### config.mk
export PLATFORM = sky130hd
export DESIGN_NAME = ib32bit_fetch_seq
export DESIGN_NICKNAME = d
export VERILOG_FILES = /design/src/rtl/ib32bit_fetch_seq.sv
export SDC_FILE = /design/constraint.sdc
export NUM_CORES = 1
export LEC_CHECK = 0
export BUFFER_PORTS_ARGS = -buffer_cell sky130_fd_sc_hd__buf_2
export CORE_AREA = 5 5 83 92
export DETAILED_ROUTE_END_ITERATION = 12
export DIE_AREA = 0 0 88 97
export HOLD_SLACK_MARGIN = 0.06
export PLACE_DENSITY = 0.65
export SYNTH_ARGS = -nofsm -noshare
export SYNTH_HDL_FRONTEND = slang
export SYNTH_SLANG_ARGS = --single-unit
### constraint.sdc
create_clock -name clk -period 4.1 [get_ports clk]
set_input_delay 0 -clock clk [delete_from_list [all_inputs] [get_ports clk]]
set_output_delay 0 -clock clk [all_outputs]
set_load 0.05 [all_outputs]
### src/rtl/ib32bit_fetch_seq.sv
// Fetch sequencer: one outstanding instruction fetch, valid/ready hand-off to decode.
// Optional FETCH_PERF_EN adds saturating fetch/stall counters.
`timescale 1ns/1ps
module ib32bit_fetch_seq #(
  parameter int unsigned        AWIDTH     = 6,
  parameter logic [AWIDTH-1:0]  RESET_ADDR = '0,
  parameter int unsigned        MEM_LAT    = 1
) (
  input  logic              clk,
  input  logic              rst,
  input  logic              start,
  input  logic              halt,
  input  logic              redirect_valid,
  input  logic [AWIDTH-1:0] redirect_addr,
  output logic              imem_req,
  output logic [AWIDTH-1:0] pc_out,
  input  logic [31:0]       imem_rdata,
  output logic              inst_valid,
  input  logic              inst_ready,
  output logic [31:0]       inst_data,
  output logic [AWIDTH-1:0] inst_pc,
  output logic              busy,
  output logic              wrap
`ifdef FETCH_PERF_EN
  ,
  output logic [15:0]       fetch_cnt,
  output logic [15:0]       stall_cnt
`endif
);

  typedef enum logic [1:0] {IDLE, ISSUE, WAIT, VALID} state_t;

  localparam logic [3:0] LAT_M1 = 4'(MEM_LAT - 1);
  localparam bit         SINGLE = (MEM_LAT == 1);

  state_t              state_q, state_d;
  logic [AWIDTH-1:0]   pc_q, pc_d;
  logic [AWIDTH-1:0]   ipc_q, ipc_d;
  logic [31:0]         data_q, data_d;
  logic [3:0]          cnt_q, cnt_d;
  logic                halt_q, halt_d;
  logic                accept, halting;

  assign accept  = (state_q == VALID) && inst_ready;
  assign halting = halt_q || halt;

  always_ff @(posedge clk or posedge rst) begin
    if (rst) begin
      state_q <= IDLE;
      pc_q    <= RESET_ADDR;
      ipc_q   <= '0;
      data_q  <= '0;
      cnt_q   <= '0;
      halt_q  <= 1'b0;
    end else begin
      state_q <= state_d;
      pc_q    <= pc_d;
      ipc_q   <= ipc_d;
      data_q  <= data_d;
      cnt_q   <= cnt_d;
      halt_q  <= halt_d;
    end
  end

  always_comb begin
    state_d = state_q;
    pc_d    = pc_q;
    ipc_d   = ipc_q;
    data_d  = data_q;
    cnt_d   = cnt_q;
    halt_d  = halt_q;
    wrap    = 1'b0;
    case (state_q)
      IDLE: begin
        if (start) begin
          pc_d    = RESET_ADDR;
          state_d = ISSUE;
        end
      end
      ISSUE: begin
        ipc_d = pc_q;
        cnt_d = LAT_M1;
        if (SINGLE) begin
          data_d  = imem_rdata;
          state_d = VALID;
        end else begin
          state_d = WAIT;
        end
      end
      WAIT: begin
        cnt_d = cnt_q - 4'd1;
        if (cnt_q == 4'd1) begin
          data_d  = imem_rdata;
          state_d = VALID;
        end
      end
      VALID: begin
        if (inst_ready) begin
          pc_d    = pc_q + AWIDTH'(1);
          wrap    = &pc_q;
          state_d = halting ? IDLE : ISSUE;
        end
      end
      default: state_d = IDLE;
    endcase
    // Redirect overrides the increment; an accepted instruction with halt pending still stops.
    if (state_q != IDLE && redirect_valid) begin
      pc_d = redirect_addr;
      wrap = 1'b0;
      if (!(accept && halting)) state_d = ISSUE;
    end
    if (state_q != IDLE && halt) halt_d = 1'b1;
    if (state_d == IDLE) halt_d = 1'b0;
  end

  assign busy       = (state_q != IDLE);
  assign imem_req   = (state_q == ISSUE);
  assign inst_valid = (state_q == VALID);
  assign pc_out     = busy ? pc_q   : '0;
  assign inst_pc    = busy ? ipc_q  : '0;
  assign inst_data  = busy ? data_q : '0;

`ifdef FETCH_PERF_EN
  logic [15:0] fcnt_q, scnt_q;

  always_ff @(posedge clk or posedge rst) begin
    if (rst) begin
      fcnt_q <= '0;
      scnt_q <= '0;
    end else if (state_q == IDLE && start) begin
      fcnt_q <= '0;
      scnt_q <= '0;
    end else begin
      if (accept && !(&fcnt_q)) fcnt_q <= fcnt_q + 16'd1;
      if (state_q == VALID && !inst_ready && !(&scnt_q)) scnt_q <= scnt_q + 16'd1;
    end
  end

  assign fetch_cnt = fcnt_q;
  assign stall_cnt = scnt_q;
`endif

endmodule
==> results.sh, run 1 <==
export IMPL_layout_cells_most_common_list="91 x sky130_fd_sc_hd__buf_2, 51 x sky130_fd_sc_hd__dfrtp_1, 43 x sky130_fd_sc_hd__nor2b_1"
export IMPL_synth_xor_area_share=0
export IMPL_num_cts_buffers=5
export IMPL_clock_skew_final_ps=9.35
export IMPL_cp_data_arrival_time_ps=2750
export IMPL_tritoncts="yes"
export IMPL_max_slew_margin_rel=0.205
export IMPL_detailroute_via_count=2108
export IMPL_cts_setup_buffers=0
export IMPL_area_growth_pct=40.1
export IMPL_critical_path_class="reg2out"
export IMPL_via_count_of_the_first_global_routing_pass=2359
export IMPL_critical_path_max_stage_delay_ps=830
export IMPL_dpl_hpwl_um=4120
export IMPL_arithmetic_cell_share_of_the_synthesized_area_counting_full_adders_half_adders_and_majority_gates=0.0342
export IMPL_placement_io_buffers=91
export IMPL_detailedRoute_firstIterationViolations=47
export IMPL_synth_cell_area_um2=2560
export IMPL_startpoint_type="flip-flop"
export IMPL_postSynthRegisterBits=51
export IMPL_finalCritPeriodShare=0.670
export IMPL_detail_route_vias_per_cell=4.85
export IMPL_clock_sinks=51
export IMPL_synth_compound_area_frac=0.0815
export IMPL_total_global_routing_overflow=0
export IMPL_critical_path_peak_fanout=51
export IMPL_post_route_drc_count=0
export IMPL_grt_first_pass_wirelength_um=10800
export IMPL_synth_mux_area_frac=0.175
export IMPL_r2r_setup_slack_ps=1400
export IMPL_worst_setup_path_startpoint="state_q[0]"
export IMPL_tns_ps=0
export IMPL_synth_warning_count=0
export IMPL_cts_root_to_sink_buffers=2
export IMPL_layout_drive_gt1_share=0.408
export IMPL_clock_transition_at_the_registers_of_the_reported_paths_ps=80
export IMPL_number_of_antenna_violations_at_the_first_check_in_global_routing=0
export IMPL_max_slew_worst_pin_slew_ps=1170
export IMPL_postSynthAreaPerCell_um2=11.3
export IMPL_cpMaxStageDelayCell="sky130_fd_sc_hd__ha_2"
export IMPL_mappedNetlistNets=277
export IMPL_std_cell_rows=31
export IMPL_ant_nets=0
export IMPL_worstHoldPathType="in2reg"
export IMPL_synth_yosys_seq_area_share=0.498
export IMPL_crit_path_end_kind="primary output"
export IMPL_grt_max_degree=52
export IMPL_dieWidth_um=88
export IMPL_crit_reg2reg_launch="state_q[0]"
export IMPL_synthSimpleGateAreaFrac=0.182
export IMPL_clock_tree_htree_level_count=2
export IMPL_worstPathCellList="inv_1 -> ha_2 -> and2b_1 -> nor4_1 -> buf_2"
export IMPL_core_area_um2=6560
export IMPL_synthDistinctLibCells=37
export IMPL_synth_main_ff_cell="sky130_fd_sc_hd__dfrtp_1"
export IMPL_final_nets=404
export IMPL_synthesized_netlist_cell_count=226
export IMPL_globalRouteTotalUtil=0.154
export IMPL_gp_congestion=0.831
export IMPL_worst_skew_pair_late_latency_ps=300
export IMPL_die_area_um2=8540
export IMPL_post_route_cell_area_um2=3590
export IMPL_timing_critical_path_required_ps=4100
export IMPL_fmax_achieved_mhz=364
export IMPL_unrepaired_setup_endpoints_after_global_routing="false"
export IMPL_number_of_failing_setup_endpoints_in_the_final_timing_report=0
export IMPL_final_common_cell="sky130_fd_sc_hd__buf_2"
export IMPL_layout_min_cycle_time_ps=2750
export IMPL_first_pass_iters=4
export IMPL_synth_enable_flop_cells=0
export IMPL_die_extent_in_y_um=97
export IMPL_fill_cells=542
export IMPL_floorplan_initialDensity=0.391
export IMPL_outcome="complete, no violations"
export IMPL_insertedDiodeCount=0
export IMPL_routed_wirelength_um=6290
export IMPL_io_pins=92
export IMPL_holdCritStartpoint="start"
export IMPL_slew_violations=0
export IMPL_synth_async_reset_ratio=1.00
export IMPL_max_cap_violations=0
export IMPL_placement_cell_area_um2=3100
export IMPL_synth_top_family_by_area="simple AND/OR/NAND/NOR gates"
export IMPL_hold_violations=0
export IMPL_wl_per_cell_um=14.5
export IMPL_clock_root_cell="sky130_fd_sc_hd__clkbuf_8"
## through the flow
stage | utilization | hold WS [ps] | setup WS [ps] | cells
global placement | 0.473 | 217 | 1480 | 389
detailed placement | 0.473 | 220 | 1380 | 389
floorplan | - | 123 | 1430 | 226
CTS | 0.548 | 84.1 | 1340 | 435
finish | 0.548 | 84.7 | 1350 | 435
global route | 0.548 | 79.7 | 1190 | 435
## cells in the mapped netlist (3+ instances only)
| library cell | instances | share of area |
|---|---|---|
| sky130_fd_sc_hd__dfrtp_1 | 51 | 0.50 |
| sky130_fd_sc_hd__nor2b_1 | 43 | 0.10 |
| sky130_fd_sc_hd__mux2_2 | 38 | 0.17 |
| sky130_fd_sc_hd__nand2_1 | 10 | 0.015 |
| sky130_fd_sc_hd__clkbuf_1 | 8 | 0.012 |
| sky130_fd_sc_hd__inv_1 | 8 | 0.012 |
| sky130_fd_sc_hd__o21ai_0 | 8 | 0.016 |
| sky130_fd_sc_hd__ha_1 | 7 | 0.034 |
| sky130_fd_sc_hd__nand3_1 | 6 | 0.012 |
| sky130_fd_sc_hd__a21oi_1 | 5 | 0.0098 |
| sky130_fd_sc_hd__nor2_1 | 5 | 0.0073 |
| sky130_fd_sc_hd__buf_2 | 3 | 0.0059 |
| sky130_fd_sc_hd__nor3_1 | 3 | 0.0059 |
## sequential cells by signal, summed over array words and instances (netlist names)
signal,flops
ipc_q,6
data_q,32
cnt_q,4
pc_q,6
halt_q,1
state_q,2
## worst max-delay path, delay by kind of cell, from the launching register on
family                     cells  cell delay [ps]
and+or+nand+nor                2              720
buffers and inverters          2              460
DFF                            1              440
adders and majority gates      1              830
## layout make-up
cell class	instances	area (um^2)	share of cell area
Timing Repair Buffer	131	853	0.238
Clock buffer	6	72.6	0.0202
Inverter	8	30.0	0.00836
Tap cell	82	103	0.0286
Clock inverter	1	30.0	0.00836
Sequential cell	51	1280	0.355
Multi-Input combinational cell	156	1230	0.342
## routing by layer
metal  wire, um  share of wire  GRT usage
met4         46         0.0073     0.0331
met1       2650           0.42      0.189
met2       3070           0.49      0.256
met3        520          0.083     0.0578
met5          0              0          0
## what timing repair did
| item | CTS | global route |
|---|---|---|
| endpoints found under the setup margin | 0 | 0 |
| resized for setup | 0 | 0 |
| hold endpoints to repair | 89 | 0 |
| hold buffers | 39 | 0 |
## cell families after synthesis
| group | after synthesis |
|---|---|
| AO/OA/AOI/OAI | 29 |
| adder cells (fa/ha/maj) | 7 |
| buffers and inverters | 19 |
| flip-flops | 51 |
| multiplexers | 40 |
| AND/OR/NAND/NOR | 80 |
## worst paths after layout
kind / endpoint / cells after the start
worst min-delay path: state_q[0] / 3
worst max register to register: pc_q[3] / 6
worst max-delay path: wrap / 5
max in group asynchronous: data_q[13] / 4
min in group asynchronous: data_q[28] / 4
worst min register to register: data_q[1] / 1
Power of run 1 is left out: the tool's default activity adds up to more than one toggle a clock period on the data nets, which glitch-free logic cannot reach.
==> run 2, diff against run 1 <==
ABC_AREA = 1   (was unset)
PLACE_DENSITY = 0.68   (was 0.65)
clock period = 2.4 ns   (was 4.1 ns; I/O delays follow)
==> run 2 against run 1 <==
Net effect: clock skew about the same; wire length rose by 0.22%; via count rose by 16%; register-to-register slack worse by 930 ps; cell area barely moved; hold slack improved by 1.9 ps; final cell count grew 23%; non-clock buffer count rose by 5; area after synthesis is 0.68% lower; sequential share of layout area barely moved; setup slack worse by 1100 ps; count of clock-buffer cells in the layout shrank 1.
==> results.sh, run 2 <==
export IMPL_outcome="complete, no violations"
export IMPL_synth_warning_count=0
export IMPL_layout_cells_most_common_list="91 x sky130_fd_sc_hd__buf_2, 61 x sky130_fd_sc_hd__nand2_1, 56 x sky130_fd_sc_hd__nor2_1"
export IMPL_preCtsSetupSlack_ps=473
export IMPL_die_area_um2=8540
export IMPL_largest_registers="data_q x32, ipc_q x6, pc_q x6"
export IMPL_num_cts_buffers=5
export IMPL_synth_main_ff_cell="sky130_fd_sc_hd__dfrtp_1"
export IMPL_synth_area_leaders="sky130_fd_sc_hd__dfrtp_1 50%, sky130_fd_sc_hd__nand2_1 9.0%, sky130_fd_sc_hd__o21ai_0 8.5%"
export IMPL_slew_violations=0
export IMPL_synth_yosys_seq_area_share=0.501
export IMPL_clock_skew_final_ps=9.16
export IMPL_detail_route_vias_per_cell=4.57
export IMPL_area_growth_pct=41.2
export IMPL_startpoint_type="flip-flop"
export IMPL_synthDistinctLibCells=28
export IMPL_crit_reg2reg_launch="state_q[0]"
export IMPL_total_global_routing_overflow=0
export IMPL_fmax_achieved_mhz=457
export IMPL_post_synth_top_count_cell="sky130_fd_sc_hd__nand2_1"
export IMPL_clock_sinks=51
export IMPL_holdCritStartpoint="redirect_valid"
export IMPL_post_route_drc_count=0
export IMPL_tritoncts="yes"
export IMPL_synth_cell_area_um2=2550
export IMPL_number_of_failing_setup_endpoints_in_the_final_timing_report=0
export IMPL_critical_path_max_stage_delay_ps=420
export IMPL_cp_data_arrival_time_ps=2190
export IMPL_final_nets=506
export IMPL_timing_critical_path_required_ps=2400
export IMPL_worst_setup_path_startpoint="state_q[0]"
export IMPL_cpMaxStageDelayCell="sky130_fd_sc_hd__dfrtp_1"
export IMPL_globalRouteTotalUtil=0.153
export IMPL_worstHoldPathType="in2reg"
export IMPL_detailedRoute_firstIterationViolations=91
export IMPL_unrepaired_setup_endpoints_after_global_routing="false"
export IMPL_max_slew_worst_pin_slew_ps=652
export IMPL_synth_top_cell_by_area="sky130_fd_sc_hd__dfrtp_1"
export IMPL_dpl_hpwl_um=4250
export IMPL_detailroute_via_count=2453
export IMPL_mappedNetlistNets=378
export IMPL_ant_nets=0
export IMPL_cts_setup_buffers=0
export IMPL_number_of_antenna_violations_at_the_first_check_in_global_routing=0
export IMPL_worstPathCellList="inv_1 -> ha_2 -> inv_2 -> nand2_4 -> inv_2 -> nor2_4 -> inv_1 -> nor4_2 -> buf_2"
export IMPL_via_count_of_the_first_global_routing_pass=2418
export IMPL_dieWidth_um=88
export IMPL_synthDominantCellAreaShare=0.501
export IMPL_std_cell_rows=31
export IMPL_first_pass_iters=4
export IMPL_die_extent_in_y_um=97
export IMPL_top_register="data_q"
export IMPL_clock_root_cell="sky130_fd_sc_hd__clkbuf_8"
export IMPL_tns_ps=0
export IMPL_hold_violations=0
export IMPL_max_slew_margin_rel=0.565
export IMPL_floorplan_initialDensity=0.388
export IMPL_grt_max_degree=52
export IMPL_max_cap_violations=0
export IMPL_cp_num_buf_inv=5
export IMPL_worst_skew_pair_late_latency_ps=300
export IMPL_crit_path_end_kind="primary output"
export IMPL_ys_top_cells_by_count="61 x sky130_fd_sc_hd__nand2_1, 56 x sky130_fd_sc_hd__inv_1, 56 x sky130_fd_sc_hd__nor2_1"
export IMPL_insertedDiodeCount=0
export IMPL_grt_first_pass_wirelength_um=10700
export IMPL_postSynthAreaPerCell_um2=7.79
export IMPL_largest_reg_flops=32
export IMPL_placement_io_buffers=91
export IMPL_synthesized_netlist_cell_count=327
export IMPL_cts_root_to_sink_buffers=2
export IMPL_postSynthRegisterBits=51
export IMPL_gp_congestion=0.803
export IMPL_finalCritPeriodShare=0.911
export IMPL_core_area_um2=6560
export IMPL_clock_transition_at_the_registers_of_the_reported_paths_ps=80
export IMPL_synth_async_reset_ratio=1.00
export IMPL_postLayoutSetupSlackWorst_ps=214
export IMPL_clock_tree_htree_level_count=2
export IMPL_layout_drive_gt1_share=0.244
export IMPL_synth_enable_flop_cells=0
export IMPL_wl_per_cell_um=11.7
export IMPL_fill_cells=598
export IMPL_critical_path_class="reg2out"
export IMPL_cp_top_family="buffers and inverters"
export IMPL_routed_wirelength_um=6300
export IMPL_layout_min_cycle_time_ps=2190
export IMPL_final_common_cell="sky130_fd_sc_hd__buf_2"
export IMPL_critical_path_peak_fanout=13
export IMPL_io_pins=92
run 2: changes by cell type after synthesis, sizes merged, moves of 3 or more:
cell    previous run  this run
nand2             10        62
nor2               5        57
inv                8        58
nor2b             45         0
mux2              39         0
o21ai              8        46
buf                3        13
clkbuf             8         2
nand3              6        10
a221o              3         0
nor3               3         0
run 2: worst paths after layout:
path | to | depth (start not counted) | slack [ps]
max | wrap | 9 | 210
min | state_q[1] | 4 | 90
max reg2reg | data_q[4] | 7 | 470
min reg2reg | data_q[7] | 2 | 530
max in group asynchronous | data_q[12] | 4 | 1540
min in group asynchronous | data_q[13] | 4 | 420
run 2: per-stage QoR:
stage                     instances  area, um^2  hold slack [ps]   util
after detailed placement        490        3090              213  0.471
final                           537        3590             86.6  0.548
after floorplan                 327        2550              121      -
after global placement          490        3090              205  0.471
after global routing            537        3590              127  0.548
after CTS                       537        3590             76.0  0.548
run 2: layer usage:
| metal | vias to the layer above | global-route usage | wire, um |
|---|---|---|---|
| met5 | - | 0 | 0 |
| met4 | 0 | 0.0378 | 59 |
| met3 | 6 | 0.0340 | 500 |
| met2 | 90 | 0.259 | 2890 |
| met1 | 1100 | 0.195 | 2860 |
| li1 | 1257 | - | - |
run 2: final cells by class:
| class | instances | area, um^2 | area share |
|---|---|---|---|
| Timing Repair Buffer | 136 | 906 | 0.252 |
| Clock buffer | 5 | 68.8 | 0.0191 |
| Tap cell | 82 | 103 | 0.0285 |
| Multi-Input combinational cell | 203 | 986 | 0.274 |
| Sequential cell | 51 | 1280 | 0.355 |
| Clock inverter | 2 | 37.5 | 0.0104 |
| Inverter | 58 | 218 | 0.0606 |
run 2: cells by family (layout without fill, tap and decap cells):
family / count (synthesis) / after routing / synth area share
compound gates: 60 / 60 / 0.128
xor+xnor: 2 / 2 / 0.00688
flops: 51 / 51 / 0.501
mux: 1 / 1 / 0.00393
simple gates: 133 / 133 / 0.211
buf+inv: 73 / 201 / 0.115
fa+ha+maj: 7 / 7 / 0.0344
run 2: repair_timing:
action                                  4_1_cts  5_1_grt
endpoints found under the setup margin        0        0
hold buffers                                 40        0
hold endpoints to repair                     90        0
gates resized for setup                       0        0
run 2: worst reg2reg max path: stages (launching register included):
cell	delay, ps
sky130_fd_sc_hd__dfrtp_1	420
sky130_fd_sc_hd__inv_1	130
sky130_fd_sc_hd__ha_1	230
sky130_fd_sc_hd__inv_1	130
sky130_fd_sc_hd__o21ai_4	530
sky130_fd_sc_hd__buf_12	250
sky130_fd_sc_hd__nand2_1	70
sky130_fd_sc_hd__o21ai_0	80
Power of run 2 is left out for the same reason.
